$ cat src/rtl/alu_mc_pkg.sv
// -----------------------------------------------------------------------------
// alu_mc_pkg
// Shared definitions for the multi-cycle EX-stage ALU (alu_mc):
//   - 4-bit opcode encodings
//   - FSM state type (IDLE / CALC / DONE)
//   - helpers that classify an opcode as iterative (multi-cycle) or divide
// Optional feature macro: ALU_MC_DIV_EN (enables DIVU/REMU as iterative ops).
// -----------------------------------------------------------------------------
package alu_mc_pkg;

    localparam logic [3:0] OP_ADD  = 4'b0000;
    localparam logic [3:0] OP_COMP = 4'b0001;
    localparam logic [3:0] OP_AND  = 4'b0010;
    localparam logic [3:0] OP_XOR  = 4'b0011;
    localparam logic [3:0] OP_SLL  = 4'b0100;
    localparam logic [3:0] OP_SRL  = 4'b0101;
    localparam logic [3:0] OP_SRA  = 4'b0110;
    localparam logic [3:0] OP_MULU = 4'b1000;
    localparam logic [3:0] OP_DIVU = 4'b1010;
    localparam logic [3:0] OP_REMU = 4'b1011;
    localparam logic [3:0] OP_SLLV = 4'b1100;
    localparam logic [3:0] OP_SRLV = 4'b1101;
    localparam logic [3:0] OP_SRAV = 4'b1110;

    typedef enum logic [1:0] {
        IDLE = 2'd0,
        CALC = 2'd1,
        DONE = 2'd2
    } state_t;

    // True for opcodes that run through the WIDTH-step iterative unit.
    function automatic logic op_is_iter(input logic [3:0] op);
`ifdef ALU_MC_DIV_EN
        return (op == OP_MULU) || (op == OP_DIVU) || (op == OP_REMU);
`else
        return (op == OP_MULU);
`endif
    endfunction

    // True for the divider opcodes (only meaningful when the divider exists).
    function automatic logic op_is_div(input logic [3:0] op);
        return (op == OP_DIVU) || (op == OP_REMU);
    endfunction

endpackage

$ cat src/rtl/alu_mc_iter.sv
// -----------------------------------------------------------------------------
// alu_mc_iter
// WIDTH-step iterative unit: unsigned shift-add multiplier and (optionally)
// unsigned restoring divider, sharing one 2*WIDTH working register.
//
// Optional feature macro: ALU_MC_DIV_EN (divider half present when defined).
//
// Ports:
//   clk    in   clock
//   rst    in   synchronous active-high reset
//   start  in   load operands and perform the first iteration this edge
//   op     in   opcode (MULU, or DIVU/REMU when the divider is built)
//   a, b   in   operands (unsigned)
//   busy   out  high while the remaining WIDTH-1 iterations run
//   result out  low product / quotient / remainder
//   flag   out  product overflow (high half nonzero) or divide-by-zero
//
// Timing: the first iteration happens on the start edge itself, the remaining
// WIDTH-1 on the following busy cycles; result/flag are valid once busy drops
// and stay valid until the next start.
// -----------------------------------------------------------------------------
module alu_mc_iter
    import alu_mc_pkg::*;
#(
    parameter  int WIDTH = 32,
    localparam int SHW   = $clog2(WIDTH)
) (
    input  logic             clk,
    input  logic             rst,
    input  logic             start,
    input  logic [3:0]       op,
    input  logic [WIDTH-1:0] a,
    input  logic [WIDTH-1:0] b,
    output logic             busy,
    output logic [WIDTH-1:0] result,
    output logic             flag
);

    // Working register layout:
    //   multiply: {partial-product high half, multiplier bits not yet consumed}
    //   divide  : {partial remainder, dividend bits shifting into quotient}
    logic [2*WIDTH-1:0] r_p;
    logic [WIDTH-1:0]   r_opnd;     // multiplicand (mul) or divisor (div)
    logic [SHW-1:0]     r_cnt;
    logic               r_busy;

    logic               w_load;
    logic [2*WIDTH-1:0] w_p_cur;
    logic [WIDTH-1:0]   w_opnd_cur;
    logic [2*WIDTH-1:0] w_p_next;
    logic [WIDTH:0]     w_sum;
    logic [2*WIDTH-1:0] w_mul_next;

    assign w_load = start && op_is_iter(op);

`ifdef ALU_MC_DIV_EN
    logic               r_div;
    logic               r_rem;
    logic               r_bzero;
    logic               w_div_cur;
    logic [WIDTH:0]     w_rsh;
    logic [WIDTH:0]     w_diff;
    logic               w_qbit;
    logic [2*WIDTH-1:0] w_div_next;
`endif

    // The step operates either on freshly loaded operands (start edge) or on
    // the registered state, so the first iteration costs no extra cycle.
    always_comb begin
        w_p_cur    = r_p;
        w_opnd_cur = r_opnd;
`ifdef ALU_MC_DIV_EN
        w_div_cur  = r_div;
`endif
        if (w_load) begin
            w_p_cur    = {{WIDTH{1'b0}}, b};
            w_opnd_cur = a;
`ifdef ALU_MC_DIV_EN
            w_div_cur  = op_is_div(op);
            if (op_is_div(op)) begin
                w_p_cur    = {{WIDTH{1'b0}}, a};
                w_opnd_cur = b;
            end
`endif
        end
    end

    // Shift-add: add multiplicand into the high half when the current
    // multiplier LSB is set, then shift the whole register right by one.
    assign w_sum      = {1'b0, w_p_cur[2*WIDTH-1:WIDTH]}
                      + (w_p_cur[0] ? {1'b0, w_opnd_cur} : {(WIDTH+1){1'b0}});
    assign w_mul_next = {w_sum, w_p_cur[WIDTH-1:1]};

`ifdef ALU_MC_DIV_EN
    // Restoring divide: shift the next dividend bit into the remainder and
    // subtract the divisor when it fits. With a zero divisor every step
    // "fits", which naturally yields quotient all ones and remainder = A.
    assign w_rsh      = {w_p_cur[2*WIDTH-1:WIDTH], w_p_cur[WIDTH-1]};
    assign w_diff     = w_rsh - {1'b0, w_opnd_cur};
    assign w_qbit     = ~w_diff[WIDTH];
    assign w_div_next = {(w_qbit ? w_diff[WIDTH-1:0] : w_rsh[WIDTH-1:0]),
                         w_p_cur[WIDTH-2:0], w_qbit};
    assign w_p_next   = w_div_cur ? w_div_next : w_mul_next;
`else
    assign w_p_next   = w_mul_next;
`endif

    always_ff @(posedge clk) begin
        if (rst) begin
            r_p    <= '0;
            r_opnd <= '0;
            r_cnt  <= '0;
            r_busy <= 1'b0;
`ifdef ALU_MC_DIV_EN
            r_div   <= 1'b0;
            r_rem   <= 1'b0;
            r_bzero <= 1'b0;
`endif
        end else if (w_load) begin
            r_p    <= w_p_next;
            r_opnd <= w_opnd_cur;
            r_cnt  <= SHW'(WIDTH - 1);
            r_busy <= 1'b1;
`ifdef ALU_MC_DIV_EN
            r_div   <= op_is_div(op);
            r_rem   <= (op == OP_REMU);
            r_bzero <= (b == '0);
`endif
        end else if (r_busy) begin
            r_p   <= w_p_next;
            r_cnt <= r_cnt - SHW'(1);
            if (r_cnt == SHW'(1)) begin
                r_busy <= 1'b0;
            end
        end
    end

    assign busy = r_busy;

`ifdef ALU_MC_DIV_EN
    assign result = r_rem ? r_p[2*WIDTH-1:WIDTH] : r_p[WIDTH-1:0];
    assign flag   = r_div ? r_bzero : (|r_p[2*WIDTH-1:WIDTH]);
`else
    assign result = r_p[WIDTH-1:0];
    assign flag   = |r_p[2*WIDTH-1:WIDTH];
`endif

endmodule

$ cat src/rtl/alu_mc.sv
// -----------------------------------------------------------------------------
// alu_mc
// Multi-cycle EX-stage ALU with valid/ready handshakes on input and output.
// Single-cycle ops (add, negate, and, xor, shifts) finish one cycle after
// accept; MULU (and DIVU/REMU when built) run WIDTH iterations in alu_mc_iter.
//
// Optional feature macro: ALU_MC_DIV_EN (DIVU/REMU; illegal opcodes otherwise).
//
// Ports:
//   clk        in   clock
//   rst        in   synchronous active-high reset
//   in_valid   in   operand/op offer
//   in_ready   out  can accept (IDLE only)
//   input1     in   operand A
//   input2     in   operand B; low SHW bits are the variable shift amount
//   shamt      in   immediate shift amount
//   control    in   4-bit opcode
//   out_valid  out  result available (DONE)
//   out_ready  in   consumer takes the result
//   out        out  registered result
//   flag       out  registered status bit
// -----------------------------------------------------------------------------
module alu_mc
    import alu_mc_pkg::*;
#(
    parameter  int WIDTH = 32,
    localparam int SHW   = $clog2(WIDTH)
) (
    input  logic             clk,
    input  logic             rst,
    input  logic             in_valid,
    output logic             in_ready,
    input  logic [WIDTH-1:0] input1,
    input  logic [WIDTH-1:0] input2,
    input  logic [SHW-1:0]   shamt,
    input  logic [3:0]       control,
    output logic             out_valid,
    input  logic             out_ready,
    output logic [WIDTH-1:0] out,
    output logic             flag
);

    state_t           r_state;
    state_t           w_state_next;
    logic [WIDTH-1:0] r_out;
    logic             r_flag;

    logic             w_accept;
    logic             w_is_iter;
    logic             w_start;
    logic             w_iter_busy;
    logic [WIDTH-1:0] w_iter_result;
    logic             w_iter_flag;

    logic [WIDTH-1:0] w_sc_result;
    logic             w_sc_flag;
    logic [SHW-1:0]   w_amt;
    logic [WIDTH:0]   w_add;
    logic [WIDTH:0]   w_shl;
    logic [WIDTH:0]   w_srl;
    logic [WIDTH:0]   w_sra;

    assign w_accept  = in_valid && (r_state == IDLE);
    assign w_is_iter = op_is_iter(control);
    assign w_start   = w_accept && w_is_iter;

    // ---------------------------------------------------------------
    // Single-cycle datapath, evaluated on the live inputs and captured
    // on the accept edge.
    // ---------------------------------------------------------------
    assign w_amt = control[3] ? input2[SHW-1:0] : shamt;
    assign w_add = {1'b0, input1} + {1'b0, input2};

    // Each shift is done one bit wider so the last bit shifted out lands in
    // the extra position; with amount 0 that position holds the padding 0.
    assign w_shl = {1'b0, input1} << w_amt;
    assign w_srl = {input1, 1'b0} >> w_amt;
    assign w_sra = $signed({input1, 1'b0}) >>> w_amt;

    always_comb begin
        w_sc_result = '0;
        w_sc_flag   = 1'b1;
        case (control)
            OP_ADD: begin
                w_sc_result = w_add[WIDTH-1:0];
                w_sc_flag   = w_add[WIDTH];
            end
            OP_COMP: begin
                w_sc_result = {WIDTH{1'b0}} - input2;
                w_sc_flag   = (input2 == {1'b1, {(WIDTH-1){1'b0}}});
            end
            OP_AND: begin
                w_sc_result = input1 & input2;
                w_sc_flag   = 1'b0;
            end
            OP_XOR: begin
                w_sc_result = input1 ^ input2;
                w_sc_flag   = 1'b0;
            end
            OP_SLL, OP_SLLV: begin
                w_sc_result = w_shl[WIDTH-1:0];
                w_sc_flag   = w_shl[WIDTH];
            end
            OP_SRL, OP_SRLV: begin
                w_sc_result = w_srl[WIDTH:1];
                w_sc_flag   = w_srl[0];
            end
            OP_SRA, OP_SRAV: begin
                w_sc_result = w_sra[WIDTH:1];
                w_sc_flag   = w_sra[0];
            end
            // Iterative opcodes never take this path when their unit exists;
            // without the divider DIVU/REMU land here as illegal ops.
            OP_MULU, OP_DIVU, OP_REMU: begin
                w_sc_result = '0;
                w_sc_flag   = 1'b1;
            end
            default: begin
                w_sc_result = '0;
                w_sc_flag   = 1'b1;
            end
        endcase
    end

    // ---------------------------------------------------------------
    // Iterative unit
    // ---------------------------------------------------------------
    alu_mc_iter #(
        .WIDTH (WIDTH)
    ) u_iter (
        .clk    (clk),
        .rst    (rst),
        .start  (w_start),
        .op     (control),
        .a      (input1),
        .b      (input2),
        .busy   (w_iter_busy),
        .result (w_iter_result),
        .flag   (w_iter_flag)
    );

    // ---------------------------------------------------------------
    // FSM
    // ---------------------------------------------------------------
    always_comb begin
        w_state_next = r_state;
        in_ready     = 1'b0;
        out_valid    = 1'b0;
        case (r_state)
            IDLE: begin
                in_ready = 1'b1;
                if (w_accept) begin
                    w_state_next = w_is_iter ? CALC : DONE;
                end
            end
            CALC: begin
                // The unit's busy is registered, so it is already high on the
                // first CALC cycle and drops after the WIDTH-th iteration.
                if (!w_iter_busy) begin
                    w_state_next = DONE;
                end
            end
            DONE: begin
                out_valid = 1'b1;
                if (out_ready) begin
                    w_state_next = IDLE;
                end
            end
            default: begin
                w_state_next = IDLE;
            end
        endcase
    end

    always_ff @(posedge clk) begin
        if (rst) begin
            r_state <= IDLE;
            r_out   <= '0;
            r_flag  <= 1'b0;
        end else begin
            r_state <= w_state_next;
            if (w_accept && !w_is_iter) begin
                r_out  <= w_sc_result;
                r_flag <= w_sc_flag;
            end else if ((r_state == CALC) && !w_iter_busy) begin
                r_out  <= w_iter_result;
                r_flag <= w_iter_flag;
            end
        end
    end

    assign out  = r_out;
    assign flag = r_flag;

endmodule

$ cat config.mk
export PLATFORM = sky130hd
export DESIGN_NAME = alu_mc
export DESIGN_NICKNAME = d
export VERILOG_FILES = /design/src/rtl/alu_mc_pkg.sv /design/src/rtl/alu_mc_iter.sv /design/src/rtl/alu_mc.sv
export SDC_FILE = /design/constraint.sdc
export NUM_CORES = 1
export LEC_CHECK = 0
export ABC_CLOCK_PERIOD_IN_PS = 8800
export CORE_MARGIN = 2
export CORE_UTILIZATION = 45
export DETAILED_ROUTE_END_ITERATION = 6
export DONT_BUFFER_PORTS = 1
export PLACE_DENSITY = 0.71
export SYNTH_ARGS = -nofsm -noshare
export SYNTH_HDL_FRONTEND = slang
export SYNTH_SLANG_ARGS = --single-unit
$ cat constraint.sdc
create_clock -name clk -period 8.8 [get_ports clk]
set_clock_uncertainty 0.15 [all_clocks]
set_input_delay 2.64 -clock clk [delete_from_list [all_inputs] [get_ports clk]]
set_output_delay 2.64 -clock clk [all_outputs]
set_load 0.02 [all_outputs]
== Word level (Yosys, flattened, before mapping) ==
Index checks and enable logic that the tools add are counted.

* Output and inout bits: 35
* Register bits: 137
* Bits of input ports: 77
* Logic and storage cells: 74

* Mux-type cells: 24
* Reduce and logical (&&, ||, !) cells: 17
* Bitwise gates (word level): 2
* Add/subtract/negate cells: 4
* Equality and inequality tests: 17
* Shift operators: 3

{| class="wikitable"
|+ Operators by type and width
! kind !! number
|-
| 32-bit one-hot mux with 7 select lines || 1
|-
| 64-bit two-way mux || 3
|-
| 32-bit two-way mux || 4
|-
| 32-bit by 32-bit adder with 33-bit output || 1
|-
| 32-bit by 33-bit adder with 33-bit output || 1
|-
| 32-bit by 5-bit << shifter with 33-bit output || 1
|-
| 33-bit by 5-bit >> shifter with 33-bit output || 1
|-
| 33-bit by 5-bit >>> shifter with 33-bit output || 1
|-
| 32-bit bitwise AND || 1
|-
| 32-bit == test (second input constant) || 1
|-
| 32-bit OR reduction || 1
|-
| 1-bit by 32-bit subtractor with 32-bit output (first input constant) || 1
|-
| 32-bit XOR || 1
|-
| 4-bit == test (second input constant) || 4
|-
| 5-bit two-way mux || 3
|-
| 4-bit by 3-bit == test with 1-bit output (second input constant) || 3
|-
| 4-bit by 2-bit == test with 1-bit output (second input constant) || 2
|-
| 2-bit two-way mux || 4
|-
| 2-bit OR reduction || 4
|-
| 1-bit two-way mux || 7
|-
| 2-bit inequality test (second input constant) || 3
|-
| 1-bit one-hot mux with 6 select lines || 1
|-
| 2-bit one-hot mux with 3 select lines || 1
|-
| 5-bit by 1-bit == test with 1-bit output (second input constant) || 1
|-
| 10 further kinds || 16
|}

== Depth between registers and ports, before layout ==
Gate-level depths: netlist (run 1).

* Depth after elaboration: 9
* Mapped depth: 18
* Gate-level depth less buffers: 16

== Cells and area by module ==
Synthesis (run 1) repeated with hierarchy kept, for this count alone.

* Cell total of the unflattened synthesis: 2043
* Area total of the unflattened synthesis: 15563.7 um2

{| class="wikitable"
|+ Modules (own cells, without submodules)
! module !! seq. area each (um2) !! cells an instance !! times used !! area each (um2)
|-
| alu_mc || 700.7 || 1285 || 1 || 9290.2
|-
| alu_mc_iter || 2042.0 || 758 || 1 || 6273.5
|}

== Least setup slack after synthesis (run 1) ==
No wires, ideal clock.

* Kind: input-to-reg
* Start point: in control[2]
* End point: reg u_iter.r_p[63]
* Required time: 8.517 ns
* Arrival time: 6.812 ns
* Stages on the path: 17
* Path buffers: 2
* Setup slack: 1.705 ns
* Cells stage by stage: clkbuf_1 -> nor4b_1 -> nand2_1 -> a21oi_1 -> clkbuf_1 -> nor2_1 -> ha_1 -> fa_1 -> a211oi_1 -> o21ai_0 -> and3_1 -> nand4bb_1 -> nand2_1 -> a31oi_1 -> o31a_1 -> a2111oi_0 -> nor4_1

* Word-level cells in the longest chain between the ends: 8
* Elaborated cells between the ends (all ways): 10
* Those cells by class: 1 x add/sub; 1 x eq/ne; 5 x mux; 3 x reduce/logical

{| class="wikitable"
|+ RTL lines
! item !! RTL line !! text
|-
| from (decl) || alu_mc.sv:36 || <nowiki>input logic [3:0] control,</nowiki>
|-
| 4-bit == test * || alu_mc_pkg.sv:36 || <nowiki>return (op == OP_MULU);</nowiki>
|-
| 1-bit logical AND || alu_mc.sv:65 || <nowiki>assign w_start = w_accept && w_is_iter;</nowiki>
|-
| 1-bit logical AND * || alu_mc_iter.sv:54 || <nowiki>assign w_load = start && op_is_iter(op);</nowiki>
|-
| 32-bit two-way mux / 64-bit two-way mux (equally long branches) || alu_mc_iter.sv:75 || <nowiki>if (w_load) begin</nowiki>
|-
| 32-bit two-way mux || alu_mc_iter.sv:91 || <nowiki>+ (w_p_cur[0] ? {1'b0, w_opnd_cur} : {(WIDTH+1){1'b0}});</nowiki>
|-
| 32-bit by 33-bit adder with 33-bit output || alu_mc_iter.sv:91 ||
|-
| 64-bit two-way mux || alu_mc_iter.sv:129 || <nowiki>end else if (r_busy) begin</nowiki>
|-
| 64-bit two-way mux || alu_mc_iter.sv:119 || <nowiki>end else if (w_load) begin</nowiki>
|-
| to (signal assigned) || alu_mc_iter.sv:120 || <nowiki>r_p <= w_p_next;</nowiki>
|-
| to (signal assigned) || alu_mc_iter.sv:130 || <nowiki>r_p <= w_p_next;</nowiki>
|-
| to (decl) || alu_mc_iter.sv:42 || <nowiki>logic [2*WIDTH-1:0] r_p;</nowiki>
|}

Mark *: on every way between the ends. The rest lies on a longest branch, timed or not. The select of a mux whose other input is x is not followed.
A chain may end at the register's enable or synchronous reset.

== Final worst setup path (run 1) ==
* Start point: in in_valid
* End point: reg u_iter.r_p[63]

* Word-level cells in the longest chain between the ends: 8
* Elaborated cells between the ends (all ways): 10
* Those cells by class: 1 x add/sub; 5 x mux; 4 x reduce/logical

{| class="wikitable"
|+ RTL lines
! item !! RTL line !! text
|-
| from (decl) || alu_mc.sv:31 || <nowiki>input logic in_valid,</nowiki>
|-
| 1-bit logical AND * || alu_mc.sv:63 || <nowiki>assign w_accept = in_valid && (r_state == IDLE);</nowiki>
|-
| 1-bit logical AND * || alu_mc.sv:65 ||
|-
| 1-bit logical AND * || alu_mc_iter.sv:54 ||
|-
| 32-bit two-way mux / 64-bit two-way mux (equally long branches) || alu_mc_iter.sv:75 ||
|-
| 32-bit two-way mux || alu_mc_iter.sv:91 ||
|-
| 32-bit by 33-bit adder with 33-bit output || alu_mc_iter.sv:91 ||
|-
| 64-bit two-way mux || alu_mc_iter.sv:129 ||
|-
| 64-bit two-way mux || alu_mc_iter.sv:119 ||
|}

Marks and branches as above.

==> results of run 1 <==
## cells by family (layout without fill, tap and decap cells)
logic type	Yosys count	count (layout)	share of synthesized area, %
buf+inv	177	74	4.98
fa+ha+maj	69	69	5.93
xor+xnor	61	61	3.61
other cells	0	1	0
compound gates	608	608	26.9
flops	137	137	18.5
simple gates	720	720	23.3
mux	216	216	16.8
## layout make-up
| type | instances | area (um^2) | area share, % |
|---|---|---|---|
| Antenna cell | 1 | 2.50 | 0.0161 |
| Clock buffer | 19 | 443 | 2.84 |
| Clock inverter | 13 | 145 | 0.932 |
| Inverter | 14 | 52.6 | 0.338 |
| Multi-Input combinational cell | 1674 | 11400 | 73.3 |
| Sequential cell | 137 | 2740 | 17.6 |
| Tap cell | 442 | 553 | 3.55 |
| Timing Repair Buffer | 28 | 210 | 1.35 |
## critical path, delay by kind of cell
family,cells,cell delay (ps)
adder cells (fa/ha/maj),2,750
AO/OA/AOI/OAI,6,1780
buffers and inverters,2,870
AND/OR/NAND/NOR,8,1250
## routing by layer
metal | up-vias | share of wire (%)
li1 | 7275 | -
met2 | 983 | 44
met1 | 7684 | 38
met4 | 2 | 8.9
met3 | 284 | 9.7
met5 | - | 0.017
## state kept, by name, summed over array words and instances, names as in the netlist
signal and cells:
u_iter.r_p 64, out 32, u_iter.r_opnd 32, u_iter.r_cnt 5
r_state 2, flag 1, u_iter.busy 1
## power groups by stage
stage          logic (mW)  clock network (mW)  registers, mW
4_1_cts             0.611               0.744          0.665
3_5_place_dp        0.608                   0          0.679
3_3_place_gp        0.609                   0          0.679
2_1_floorplan       0.460                   0          0.672
5_1_grt             0.670               0.766          0.666
6_report            0.636               0.735          0.665
## worst max path at each step
stage | from | to | slack (ps)
after floorplan | control[2] | u_iter.r_p[63] | 1710
after global placement | in_valid | u_iter.r_p[63] | 1310
after detailed placement | in_valid | u_iter.r_p[63] | 1200
after CTS | in_valid | u_iter.r_p[63] | 1650
after global routing | in_valid | u_iter.r_p[63] | 1270
final | in_valid | u_iter.r_p[63] | 1640
## cell usage after synthesis, drive strengths merged (5+ instances only)
cell type and instances:
ha 67, nand2 191, mux2 12, and2 41, o22ai 27, a221o 11
mux2i 181, a211oi 67, a21oi 158, or2 7, o211ai 31, o21ai 116
buf 47, nor3 41, or3 17, clkbuf 115, or4 9, o21bai 5
inv 14, a221oi 22, a32oi 7, a21o 33, nand3 58, a31oi 26
a22oi 17, o21a 8, dfxtp 137, mux4 23, o221ai 5, a311oi 7
and3 31, nor2b 7, xnor2 38, a211o 8, nor3b 5, and4 5
nor4 28, o31ai 14, a222oi 6, nor2 223, nand4 21, xor2 23
nand2b 17, nor4b 6
==> impl_metrics.yaml, run 1 <==
pwr:
  p_switching_mw: 0.748
  powerDensity_nw_per_um2: 131
  pwr-share-seq_pct: 32.7
  swShare_pct: 36.7
  pwr-share-clk_pct: 36.1
  p_comb_share_pct: 31.2
  total_power_mw: 2.04
  p_int_mw: 1.29
  ir_drop_uv: 131
  p_leak_nw: 6.13
floorplanning:
  chipWidth_um: 185
  core-area_um2: 32500
  core.rowCount: 66
  dieArea_um2: 34400
  start_util_pct: 45.6
  boundaryPins: 112
  fp.dieH_um: 185
worst_setup_path:
  cpMaxStageDelayCell: "buf_4"
  slowest_delay_ps: 510
  r2r_slack_ps: 3370
  path_cells: "nor3b_1 -> nand2_4 -> buf_4 -> nor2_1 -> a21oi_2 -> buf_4 -> nor2_1 -> ha_1 -> fa_1 -> a211oi_1 -> o21ai_0 -> and3_1 -> nand4bb_1 -> nand2_1 -> a31oi_1 -> o31a_1 -> a2111oi_0 -> nor4_1"
  reg2regPathDepth: 18
  critical_path_required_ps: 8960
  r2r-end: "u_iter.r_p[63]"
  worstSetupEndpointType: "register"
  path_class: "in2reg"
  r2r-start: "r_state[0]"
  critPathLaunchType: "input pin"
  crit_fanout: 50
  arrival_ps: 7320
worst_hold_path:
  whs_path_depth: 2
  worst_hold_startpoint: "u_iter.r_p[37]"
  whs_endpoint: "u_iter.r_p[37]"
  hold_class: "reg2reg"
synth:
  ys.warnings.count: 0
  synth_fp_nets: 2134
  synthArstFlopShare_pct: 0
  ys_top_cells_by_area: "dfxtp_1, mux2i_1, ha_1"
  synth_cells: 1988
  netlist-cell-type-count: 84
  synth_flop_cell: "dfxtp_1"
  yosys.area.top_type: "dfxtp_1"
  yosys_register_bits: 137
  syn_area_per_cell_um2: 7.45
  synth-edff-count: 0
  syn-cell-area_um2: 14800
  yosysTopAreaCellShare_pct: 18.5
  ys_seq_area_share_pct: 18.5
layout:
  layout_common_cells: "nor2_1, nand2_1, mux2i_1, a21oi_1, dfxtp_1"
  syn_to_final_growth_pct: 5.12
  finalNonFillerCells: 2328
  fill_cells: 3240
  nets: 2018
  final_area_um2: 15600
  drive_above_1_share_pct: 6.74
  final_common_cell: "nor2_1"
  postLayoutCoreUtil_pct: 48.0
clock_tree:
  postCtsSetupRepairBufs: 0
  cts.clk_slew.worst_paths_ps: 60
  tritoncts: "yes"
  cts_root_buffer: "clkbuf_16"
  clkSinkCount: 137
  ctsResizeCount: 0
  clock_latency_ps: 440
  cts_max_level: 4
  cts_buffers: 17
  clk_path_buf_depth: 2
  cts_hold_buf: 0
routing:
  drtPass1Iterations: 7
  routed_wl_um: 65200
  drtIter0Drc: 2164
  antenna_left: 0
  vias: 16200
  drc: 9
  viasPerCell: 6.97
  avgRoutedWirePerCell_um: 28.0
grt:
  use_met3_pct: 8.69
  grt_max_degree: 138
  grt_pass1_vias: 15300
  track_usage_pct: 37.6
  top_usage_layer: "met2"
  overflow: 0
  antenna_found_initial: 2
  grt_util_met2_pct: 58.5
  globalRouteMet1Util_pct: 44.5
  grt_pass1_wl_um: 96300
timing:
  maxSlewHeadroom_pct: 15.2
  finalSetupTns_ps: 0
  finalCritPeriodShare_pct: 81.4
  hold_viol: 0
  fin_crit_ps: 7160
  worstMarginPinSlew_ps: 1270
  finalMaxSlewViolations: 0
  setup_viol: 0
  grt_setup_unrepaired: "false"
  fmax_mhz: 140
  whs_ps: 313
  setup_slack_ps: 1640
job:
  drv_cap: 0
status:
  status: "finished with violations"
  violations: "DRC"
place:
  dp_cells: 2295
  gp_congestion: 1.03
  hpwl_um: 47900
  placement.io_buffers: 0
  pre_cts_ws_ps: 1200
  placed_area_um2: 15000
Note: power is estimated with default switching activity, not from simulation.
==> inputs of run 2 (changes only) <==
ABC_CLOCK_PERIOD_IN_PS = 6630   (was 8800)
clock period = 6.63 ns   (was 8.8 ns; I/O delays follow)
==> run 2 against run 1 <==
Net effect:
- the run still ends with DRC left
- critical path depth down 3
- combinational power rose by 35%
- sequential power grew 33%
- die area stayed put
- routed wire length grew 0.83%
- core utilization up 0.41 points
- via count increased by 0.26%
- hold slack improved by 7.2 ps
- critical path type unchanged
==> impl_metrics.yaml, run 2 (synthesis gave the netlist of run 1 again) <==
routing:
  drtIter0Drc: 1879
  vias: 16300
  drtPass1Iterations: 7
  viasPerCell: 6.95
  drc: 4
  routed_wl_um: 65800
  avgRoutedWirePerCell_um: 28.1
  antenna_left: 0
layout:
  layout_common_cells: "nor2_1, nand2_1, mux2i_1, a21oi_1, dfxtp_1"
  final_area_um2: 15700
  largest_reg_flops: 64
  nets: 2030
  final_common_cell: "nor2_1"
  syn_to_final_growth_pct: 6.01
  regMostFlops: "u_iter.r_p"
  drive_above_1_share_pct: 7.38
  postLayoutCoreUtil_pct: 48.4
place:
  placement.io_buffers: 0
  gp_congestion: 1.04
  placed_area_um2: 15100
  pre_cts_ws_ps: 304
  hpwl_um: 49000
floorplanning:
  fp.dieH_um: 185
  core.rowCount: 66
  boundaryPins: 112
  start_util_pct: 45.6
  core-area_um2: 32500
  dieArea_um2: 34400
  chipWidth_um: 185
status:
  violations: "DRC"
  status: "finished with violations"
timing:
  fin_crit_ps: 5920
  fmax_mhz: 169
  maxSlewHeadroom_pct: 17.2
  finalMaxSlewViolations: 0
  finalSetupTns_ps: 0
  whs_ps: 320
  finalCritPeriodShare_pct: 89.3
  setup_slack_ps: 713
  setup_viol: 0
  grt_setup_unrepaired: "false"
  worstMarginPinSlew_ps: 1230
  hold_viol: 0
clock_tree:
  clk_path_buf_depth: 2
  clock_latency_ps: 450
  cts_hold_buf: 0
  tritoncts: "yes"
  cts_buffers: 17
  cts.clk_slew.worst_paths_ps: 60
  cts_root_buffer: "clkbuf_16"
  clkSinkCount: 137
  cts_max_level: 4
  ctsResizeCount: 0
  postCtsSetupRepairBufs: 0
grt:
  grt_pass1_vias: 15400
  antenna_found_initial: 2
  track_usage_pct: 38.0
  grt_max_degree: 138
  grt_pass1_wl_um: 97500
  overflow: 0
worst_setup_path:
  cpMaxStageDelayCell: "fa_1"
  slowest_delay_ps: 470
  path_class: "in2reg"
  critical_path_required_ps: 6800
  worstSetupEndpointType: "register"
  critPathLaunchType: "input pin"
  path_cells: "nor4b_2 -> nand2_4 -> a21oi_2 -> buf_4 -> nor2_1 -> fa_1 -> a211oi_1 -> o21ai_0 -> and3_1 -> nand4bb_1 -> nand2_1 -> a31oi_1 -> o31a_1 -> a2111oi_0 -> nor4_1"
  crit_fanout: 31
  arrival_ps: 6080
worst_hold_path:
  hold_class: "reg2reg"
pwr:
  ir_drop_uv: 313
  p_leak_nw: 6.22
  powerDensity_nw_per_um2: 175
job:
  drv_cap: 0
## run 2: cell types whose count changed in the layout (fill, tap and decap cells not counted), sizes merged, moves of 2 or more
cell and delta:
clkinvlp -3, buf +12, inv +3, clkbuf -2
## run 2: stage by stage
stage	power, mW	std cells
6_report	2.76	2341
5_1_grt	2.85	2339
4_1_cts	2.74	2339
3_5_place_dp	1.73	2307
3_3_place_gp	1.73	2307
2_1_floorplan	1.50	1988
## run 2: power breakdown
| group | internal [mW] | switching, mW |
|---|---|---|
| sequential | 0.846 | 0.0370 |
| clock | 0.599 | 0.416 |
| combinational | 0.307 | 0.552 |
| total | 1.75 | 1.00 |
## run 2: path summary, 6_finish.rpt
path	start	to	slack (ps)	depth (start not counted)
worst max-delay path	control[1]	u_iter.r_p[63]	710	15
worst min-delay path	u_iter.r_p[45]	u_iter.r_p[45]	320	2
worst max register to register	r_state[0]	u_iter.r_p[63]	2010	16
worst min register to register	u_iter.r_p[45]	u_iter.r_p[45]	320	2
## run 2: cell type report
type / count / area (um^2)
Clock inverter: 15 / 190
Antenna cell: 2 / 5.00
Tap cell: 442 / 553
Clock buffer: 17 / 425
Fill cell: 3241 / 16800
Inverter: 14 / 52.6
Sequential cell: 137 / 2740
Timing Repair Buffer: 40 / 313
Multi-Input combinational cell: 1674 / 11400
## run 2: worst max-delay path, delay by kind of cell
kind | cells | cell delay (ps)
buffers and inverters | 1 | 360
AO/OA/AOI/OAI | 6 | 1700
AND/OR/NAND/NOR | 7 | 1550
adder cells (fa/ha/maj) | 1 | 470
## run 2: layer usage
metal / vias up / track usage (%) / share of wire [%]
li1: 7301 / - / -
met1: 7776 / 46.6 / 38
met2: 950 / 59.1 / 44
met3: 243 / 8.26 / 9.7
met4: 0 / 27.0 / 7.8
met5: - / 0 / 0
